$ cat config.mk
export PLATFORM = sky130hd
export DESIGN_NAME = mem_port_arbiter
export DESIGN_NICKNAME = d
export VERILOG_FILES = /design/src/rtl/mem_arb_pkg.sv /design/src/rtl/mem_arb_lat_counter.sv /design/src/rtl/mem_port_arbiter.sv
export SDC_FILE = /design/constraint.sdc
export NUM_CORES = 1
export LEC_CHECK = 0
export ABC_AREA = 1
export ABC_CLOCK_PERIOD_IN_PS = 4000
export CORE_MARGIN = 2
export CORE_UTILIZATION = 57
export CTS_CLUSTER_DIAMETER = 200
export CTS_CLUSTER_SIZE = 25
export DETAILED_ROUTE_END_ITERATION = 10
export DONT_BUFFER_PORTS = 1
export PLACE_DENSITY = 0.75
export SLEW_MARGIN = 20
export SYNTH_ARGS = -nofsm -noshare
export SYNTH_HDL_FRONTEND = slang
export SYNTH_SLANG_ARGS = --single-unit
$ cat constraint.sdc
create_clock -name clk_i -period 4 [get_ports clk_i]
set_clock_uncertainty 0.05 [all_clocks]
set_input_delay 0.6 -clock clk_i [delete_from_list [all_inputs] [get_ports clk_i]]
set_output_delay 0.6 -clock clk_i [all_outputs]
set_load 0.01 [all_outputs]
$ cat src/rtl/mem_arb_pkg.sv
// Shared definitions for the memory port arbiter.
//   state_e    : arbiter FSM encoding (IDLE -> BUSY -> DONE -> IDLE)
//   OWN_IF/DM  : owner id of the transaction holding the memory
//   MEM_LAT_MAX: largest supported access latency
//   LAT_CNT_W  : width of the latency down-counter
package mem_arb_pkg;
  typedef enum logic [1:0] {
    ST_IDLE = 2'd0,
    ST_BUSY = 2'd1,
    ST_DONE = 2'd2
  } state_e;

  localparam logic OWN_IF      = 1'b0;
  localparam logic OWN_DM      = 1'b1;
  localparam int   MEM_LAT_MAX = 15;
  localparam int   LAT_CNT_W   = 4;
endpackage

$ cat src/rtl/mem_arb_lat_counter.sv
// mem_lat_counter: loadable down-counter that times one memory access.
//   clk_i, rst_i : clock, asynchronous active-high reset
//   load_i       : load load_val_i (wins over en_i)
//   load_val_i   : value to load
//   en_i         : decrement by one (saturates at zero)
//   zero_o       : counter currently zero
module mem_lat_counter
  import mem_arb_pkg::*;
#(
  parameter int CNT_W = LAT_CNT_W
) (
  input  logic             clk_i,
  input  logic             rst_i,
  input  logic             load_i,
  input  logic [CNT_W-1:0] load_val_i,
  input  logic             en_i,
  output logic             zero_o
);
  logic [CNT_W-1:0] cnt_q, cnt_d;

  always_comb begin
    cnt_d = cnt_q;
    if (load_i)                    cnt_d = load_val_i;
    else if (en_i && cnt_q != '0)  cnt_d = cnt_q - 1'b1;
  end

  always_ff @(posedge clk_i or posedge rst_i) begin
    if (rst_i) cnt_q <= '0;
    else       cnt_q <= cnt_d;
  end

  assign zero_o = (cnt_q == '0);
endmodule

$ cat src/rtl/mem_port_arbiter.sv
// mem_port_arbiter: shares one single-ported memory between instruction
// fetch (IF) and load/store (DM). One transaction at a time; the memory is
// held for MEM_LAT cycles, then the owner gets a one-cycle ack with its
// read data registered.
//   IF side : if_req_i, if_addr_i -> if_rdata_o, if_ack_o, stall_if_o
//   DM side : dm_req_i, dm_we_i, dm_addr_i, dm_wdata_i -> dm_rdata_o,
//             dm_ack_o, stall_mem_o
//   Memory  : mem_en_o, mem_we_o, mem_addr_o, mem_wdata_o <- mem_rdata_i
// Build option ARB_FAIR_EN: when both sides wait, grant the one that was
// not granted last (last-grant resets to IF). Undefined: DM always wins.
module mem_port_arbiter
  import mem_arb_pkg::*;
#(
  parameter int ADDR_W  = 32,
  parameter int DATA_W  = 32,
  parameter int MEM_LAT = 2
) (
  input  logic              clk_i,
  input  logic              rst_i,
  input  logic              if_req_i,
  input  logic [ADDR_W-1:0] if_addr_i,
  output logic [DATA_W-1:0] if_rdata_o,
  output logic              if_ack_o,
  input  logic              dm_req_i,
  input  logic              dm_we_i,
  input  logic [ADDR_W-1:0] dm_addr_i,
  input  logic [DATA_W-1:0] dm_wdata_i,
  output logic [DATA_W-1:0] dm_rdata_o,
  output logic              dm_ack_o,
  output logic              mem_en_o,
  output logic              mem_we_o,
  output logic [ADDR_W-1:0] mem_addr_o,
  output logic [DATA_W-1:0] mem_wdata_o,
  input  logic [DATA_W-1:0] mem_rdata_i,
  output logic              stall_if_o,
  output logic              stall_mem_o
);
  // Out-of-range latencies are clamped into 1..MEM_LAT_MAX.
  localparam int LAT_EFF = (MEM_LAT < 1) ? 1 :
                           (MEM_LAT > MEM_LAT_MAX) ? MEM_LAT_MAX : MEM_LAT;
  localparam logic [LAT_CNT_W-1:0] LAT_LOAD = LAT_CNT_W'(LAT_EFF - 1);

  state_e            state_q, state_d;
  logic [ADDR_W-1:0] addr_q;
  logic [DATA_W-1:0] wdata_q;
  logic              we_q, owner_q;
  logic [DATA_W-1:0] if_rdata_q, dm_rdata_q;
  logic              grant, win, last_beat, cnt_zero;

`ifdef ARB_FAIR_EN
  logic last_q;

  always_comb begin
    if (if_req_i && dm_req_i) win = (last_q == OWN_DM) ? OWN_IF : OWN_DM;
    else                      win = dm_req_i ? OWN_DM : OWN_IF;
  end

  always_ff @(posedge clk_i or posedge rst_i) begin
    if (rst_i)      last_q <= OWN_IF;
    else if (grant) last_q <= win;
  end
`else
  assign win = dm_req_i ? OWN_DM : OWN_IF;
`endif

  mem_lat_counter #(.CNT_W(LAT_CNT_W)) u_lat_cnt (
    .clk_i      (clk_i),
    .rst_i      (rst_i),
    .load_i     (grant),
    .load_val_i (LAT_LOAD),
    .en_i       (mem_en_o),
    .zero_o     (cnt_zero)
  );

  always_comb begin
    state_d   = state_q;
    grant     = 1'b0;
    last_beat = 1'b0;
    mem_en_o  = 1'b0;
    mem_we_o  = 1'b0;
    if_ack_o  = 1'b0;
    dm_ack_o  = 1'b0;
    case (state_q)
      ST_IDLE: if (if_req_i || dm_req_i) begin
        grant   = 1'b1;
        state_d = ST_BUSY;
      end
      ST_BUSY: begin
        mem_en_o = 1'b1;
        // Write strobe only on the final beat: exactly one write per store.
        if (cnt_zero) begin
          last_beat = 1'b1;
          mem_we_o  = we_q;
          state_d   = ST_DONE;
        end
      end
      ST_DONE: begin
        if_ack_o = (owner_q == OWN_IF);
        dm_ack_o = (owner_q == OWN_DM);
        state_d  = ST_IDLE;
      end
      default: state_d = ST_IDLE;
    endcase
  end

  always_ff @(posedge clk_i or posedge rst_i) begin
    if (rst_i) begin
      state_q    <= ST_IDLE;
      addr_q     <= '0;
      wdata_q    <= '0;
      we_q       <= 1'b0;
      owner_q    <= OWN_IF;
      if_rdata_q <= '0;
      dm_rdata_q <= '0;
    end else begin
      state_q <= state_d;
      // Requester inputs are only looked at here; BUSY runs off the copies.
      if (grant) begin
        owner_q <= win;
        addr_q  <= (win == OWN_DM) ? dm_addr_i : if_addr_i;
        wdata_q <= (win == OWN_DM) ? dm_wdata_i : '0;
        we_q    <= (win == OWN_DM) && dm_we_i;
      end
      if (last_beat && !we_q) begin
        if (owner_q == OWN_DM) dm_rdata_q <= mem_rdata_i;
        else                   if_rdata_q <= mem_rdata_i;
      end
    end
  end

  assign mem_addr_o  = addr_q;
  assign mem_wdata_o = wdata_q;
  assign if_rdata_o  = if_rdata_q;
  assign dm_rdata_o  = dm_rdata_q;
  assign stall_if_o  = if_req_i & ~if_ack_o;
  assign stall_mem_o = dm_req_i & ~dm_ack_o;
endmodule

Yosys cells after proc, flatten, opt, wreduce, memory -nomap -nowiden --
Cells that the tools add are included.
Storage, ports and cells: word-level logic and storage cells 47, output and inout port bits 134, input port bits 133, register bits 136
Cells by class: mux-type cells 17, reductions and logical operators 12, $add $sub $neg 1, equal/unequal tests 4, bitwise operators 5
Operators by type and width (number):
- $mux 32 | 2
- $mux 1 | 10
- $mux 4 | 2
- $reduce_and 2->1 | 3
- $logic_not 4->1 | 1
- $mux 2 | 2
- $ne 2x2->1 const B | 2
- $pmux 2 s2 | 1
- $reduce_bool 4->1 | 1
- $sub 4x1->4 const B | 1
- $logic_and 1x1->1 | 3
- $not 1->1 | 3
- $and 1x1->1 | 2
- $eq 2x1->1 const B | 1
- $eq 2x2->1 const B | 1
- $logic_not 2->1 | 1
- $reduce_bool 2->1 | 1
- $logic_not 1->1 | 1
- $logic_or 1x1->1 | 1

Logic depth before layout (Yosys ltp) --
depth after elaboration 5, mapped depth 8, gate-level depth less buffers 8

By module --
A second synthesis with hierarchy kept.
Unflattened totals: cells, all modules 733, area, all modules 5934.4 um^2
Modules (own cells, without submodules):
- mem_port_arbiter | cells an instance 686, seq. area each 3303.2 um^2, area an instance 5635.4 um^2, instances 1
- mem_lat_counter | cells an instance 47, seq. area each 100.1 um^2, area an instance 299.0 um^2, instances 1

Worst setup path after synthesis --
No wires, ideal clock.
path kind input -> output, start input dm_req_i, end output stall_mem_o, data arrival time 1.312 ns, stages 5, path slack 2.038 ns, path buffers 3, cell sequence buf_2 buf_2 buf_2 o21ai_0 inv_1
Between the ends: cells in the longest elaborated chain, start to end 1
Ends and longest elaborated chain:
- start, declared | RTL line mem_port_arbiter.sv:24 | input logic dm_req_i,
- $and 1x1->1 | RTL line mem_port_arbiter.sv:136 | assign stall_mem_o = dm_req_i & ~dm_ack_o;
- end, declared | RTL line mem_port_arbiter.sv:36 | output logic stall_mem_o
Every way passes these cells.

Worst setup path after layout --
start register u_lat_cnt.cnt_q[0], end output mem_we_o
Between the ends: cells in the longest elaborated chain, start to end 3
Ends and longest elaborated chain:
- start, declared | RTL line mem_arb_lat_counter.sv:19 | logic [CNT_W-1:0] cnt_q, cnt_d;
- start signal, assigned | RTL line mem_arb_lat_counter.sv:29 | else cnt_q <= cnt_d;
- $logic_not 4->1 | RTL line mem_arb_lat_counter.sv:32 | assign zero_o = (cnt_q == '0);
- $mux 1 | RTL line mem_port_arbiter.sv:91 | if (cnt_zero) begin
- $mux 1 | RTL line mem_port_arbiter.sv:83 | case (state_q)
- end, declared | RTL line mem_port_arbiter.sv:31 | output logic mem_we_o,
Every way passes these cells.

==> reports/metrics.csv <==
metric;value;unit
nFillCells;849;
die_width;106;um
crit_fanout;5;
drive_gt1_share;7.54;%
post_cts_buffers;0;
netlist_area;0.00591;sq mm
clk_pin_slew;60;ps
core_region_area;0.0102;sq mm
grt_max_degree;101;
fin_crit;2400;ps
cts_buffers;17;
insertedDiodeCount;0;
wl_met2;7150;um
rows;37;
max_slew_margin;40.5;%
remaining_drc_errors;0;
end_kind;primary output;
place.gp.congestion;0.803;
critPathArrivalTime;1750;ps
comb_power_share;26.1;%
required;3350;ps
finalWirelength;14200;um
wire_per_inst;17.5;um
min_period_over_period;60.0;%
finalHoldViolations;0;
hold_buffers;0;
synth_cell_types;23;
boundaryPins;267;
cts_tree;built;
synth_seq_area_share;57.6;%
cap_violations;0;
top_layer;met4;
overflow;0;
final_cell_mix;270 x nand2_1, 136 x dfrtp_1, 65 x nand4_1;
layout.cells.non_filler;812;
startpoint_type;register;
die_h;106;um
slew_viol_final;0;
port_buffers;0;
power.leakage;3.33;nW
syn_area_per_cell;8.58;sq um
drt_first_iter_violations;359;
grt_pass1_vias;4307;
dpl_cell_area;0.00587;sq mm
max_freq;416;MHz
clock-sinks;136;
yosysWarnings;0;
hpwl;9670;um
pre_cts_ws;1610;ps
firstDrtPassIters;6;
nets;798;
area.growth.synth_to_final;9.12;%
fin_area;0.00645;sq mm
grtUsageTotal;25.4;%
setup_viol;0;
grt_pass1_wl;22400;um
fin_worst_hold_slack;137;ps
die_area;0.0112;sq mm
rsz0062_at_grt;false;
clockPowerShare;24.4;%
crit_slowest_cell;nor3_1;
wl_met1;5490;um
pwr_density_cell;898;mW/mm^2
start_util;58.0;%
clk_latency;500;ps
worstSetupPathType;reg -> out;
dpl.cell_count;779;
p_sw_share;42.8;%
ir_drop;0.351;mV
cts_resized;0;
critical_path.max_stage_delay;410;ps
path_cells;inv_1 -> ha_1 -> nand2_1 -> nor3_1;
worst_slack;1600;ps
power_frac_seq;49.5;%
post-route-util;63.3;%
clockRootBuffer;clkbuf_8;
clk_path_buf_depth;2;
p_total;5.80;mW
drtAntennaViolNets;0;
final_common_cell;nand2_1;
via_per_inst;5.69;
syn_nets;824;
p_sw;2.48;mW
synth_seq_cells;136;
run_status;complete, no violations;
dr_wl_met3;1380;um
antenna_found_initial;0;
worst_slew_pin_slew;890;ps
vias;4618;
cell_internal_pwr;3.31;mW
tns;0;ps
hold_path.class;in -> async;
htreeDepth;4;
postSynthCellCount;689;
worst max-delay path: cells and delay by family (launching register included):
kind          cells  cell delay, ps
simple gates      2             530
flops             1             370
buf+inv           1             140
fa+ha+maj         1             210
layer usage:
layer / vias to the layer above / GRT usage [%]
met5: - / 0
li1: 2191 / -
met3: 22 / 9.28
met1: 2195 / 31.8
met4: 0 / 7.42
met2: 210 / 41.8
Yosys cell counts, drive strengths merged:
master / n / area, sq um
nand3: 36 / 180
clkbuf: 22 / 82.6
nand4: 67 / 432
inv: 44 / 165
nor3: 1 / 5.00
xor2: 1 / 8.76
dfrtp: 136 / 3400
a21oi: 1 / 5.00
or2: 2 / 12.5
nand2: 270 / 1010
buf: 30 / 190
o21ai: 70 / 350
ha: 2 / 25.0
nor2: 7 / 38.8
cells by family (layout without fill, tap and decap cells):
kind of cell | count (synthesis) | count (layout) | share of synthesized area [%]
AND/OR/NAND/NOR | 383 | 383 | 28.4
XOR/XNOR | 1 | 1 | 0.148
flip-flops | 136 | 136 | 57.6
adder cells (fa/ha/maj) | 2 | 2 | 0.423
AO/OA/AOI/OAI | 71 | 71 | 6.01
buffers and inverters | 96 | 83 | 7.41
flip-flops by register name, indices dropped and copies added, names as in the netlist:
signal           cells
mem_addr_o          32
if_rdata_o          32
mem_wdata_o         32
u_lat_cnt.cnt_q      4
dm_rdata_o          32
state_q              2
we_q                 1
owner_q              1
layout make-up:
type                            count  area (sq um)  area share (%)
Inverter                           44           169            2.62
Tap cell                          136           170            2.64
Clock buffer                       18           428            6.63
Multi-Input combinational cell    457          2090            32.4
Sequential cell                   136          3400            52.8
Timing Repair Buffer                7          76.3            1.18
Clock inverter                     14           118            1.82
power groups by stage:
stage	Clock (mW)	Combinational, mW	Sequential (mW)
3_3_place_gp	0	1.41	2.88
3_5_place_dp	0	1.51	2.89
2_1_floorplan	0	1.31	2.70
4_1_cts	1.44	1.50	2.88
5_1_grt	1.51	1.76	2.93
6_report	1.42	1.51	2.87
path summary, 6_finish.rpt:
path | endpoint | slack [ps] | depth (start not counted) | startpoint
setup / recovery | mem_we_o | 1600 | 4 | u_lat_cnt.cnt_q[0]
hold / removal | mem_addr_o[24] | 140 | 2 | rst_i
setup reg to reg | if_rdata_o[26] | 1730 | 4 | owner_q
hold reg to reg | u_lat_cnt.cnt_q[0] | 450 | 2 | u_lat_cnt.cnt_q[0]
max in group asynchronous | we_q | 3250 | 2 | rst_i
min in group clk_i | mem_wdata_o[24] | 180 | 2 | dm_wdata_i[24]
Power figures use the tool's default switching activity.
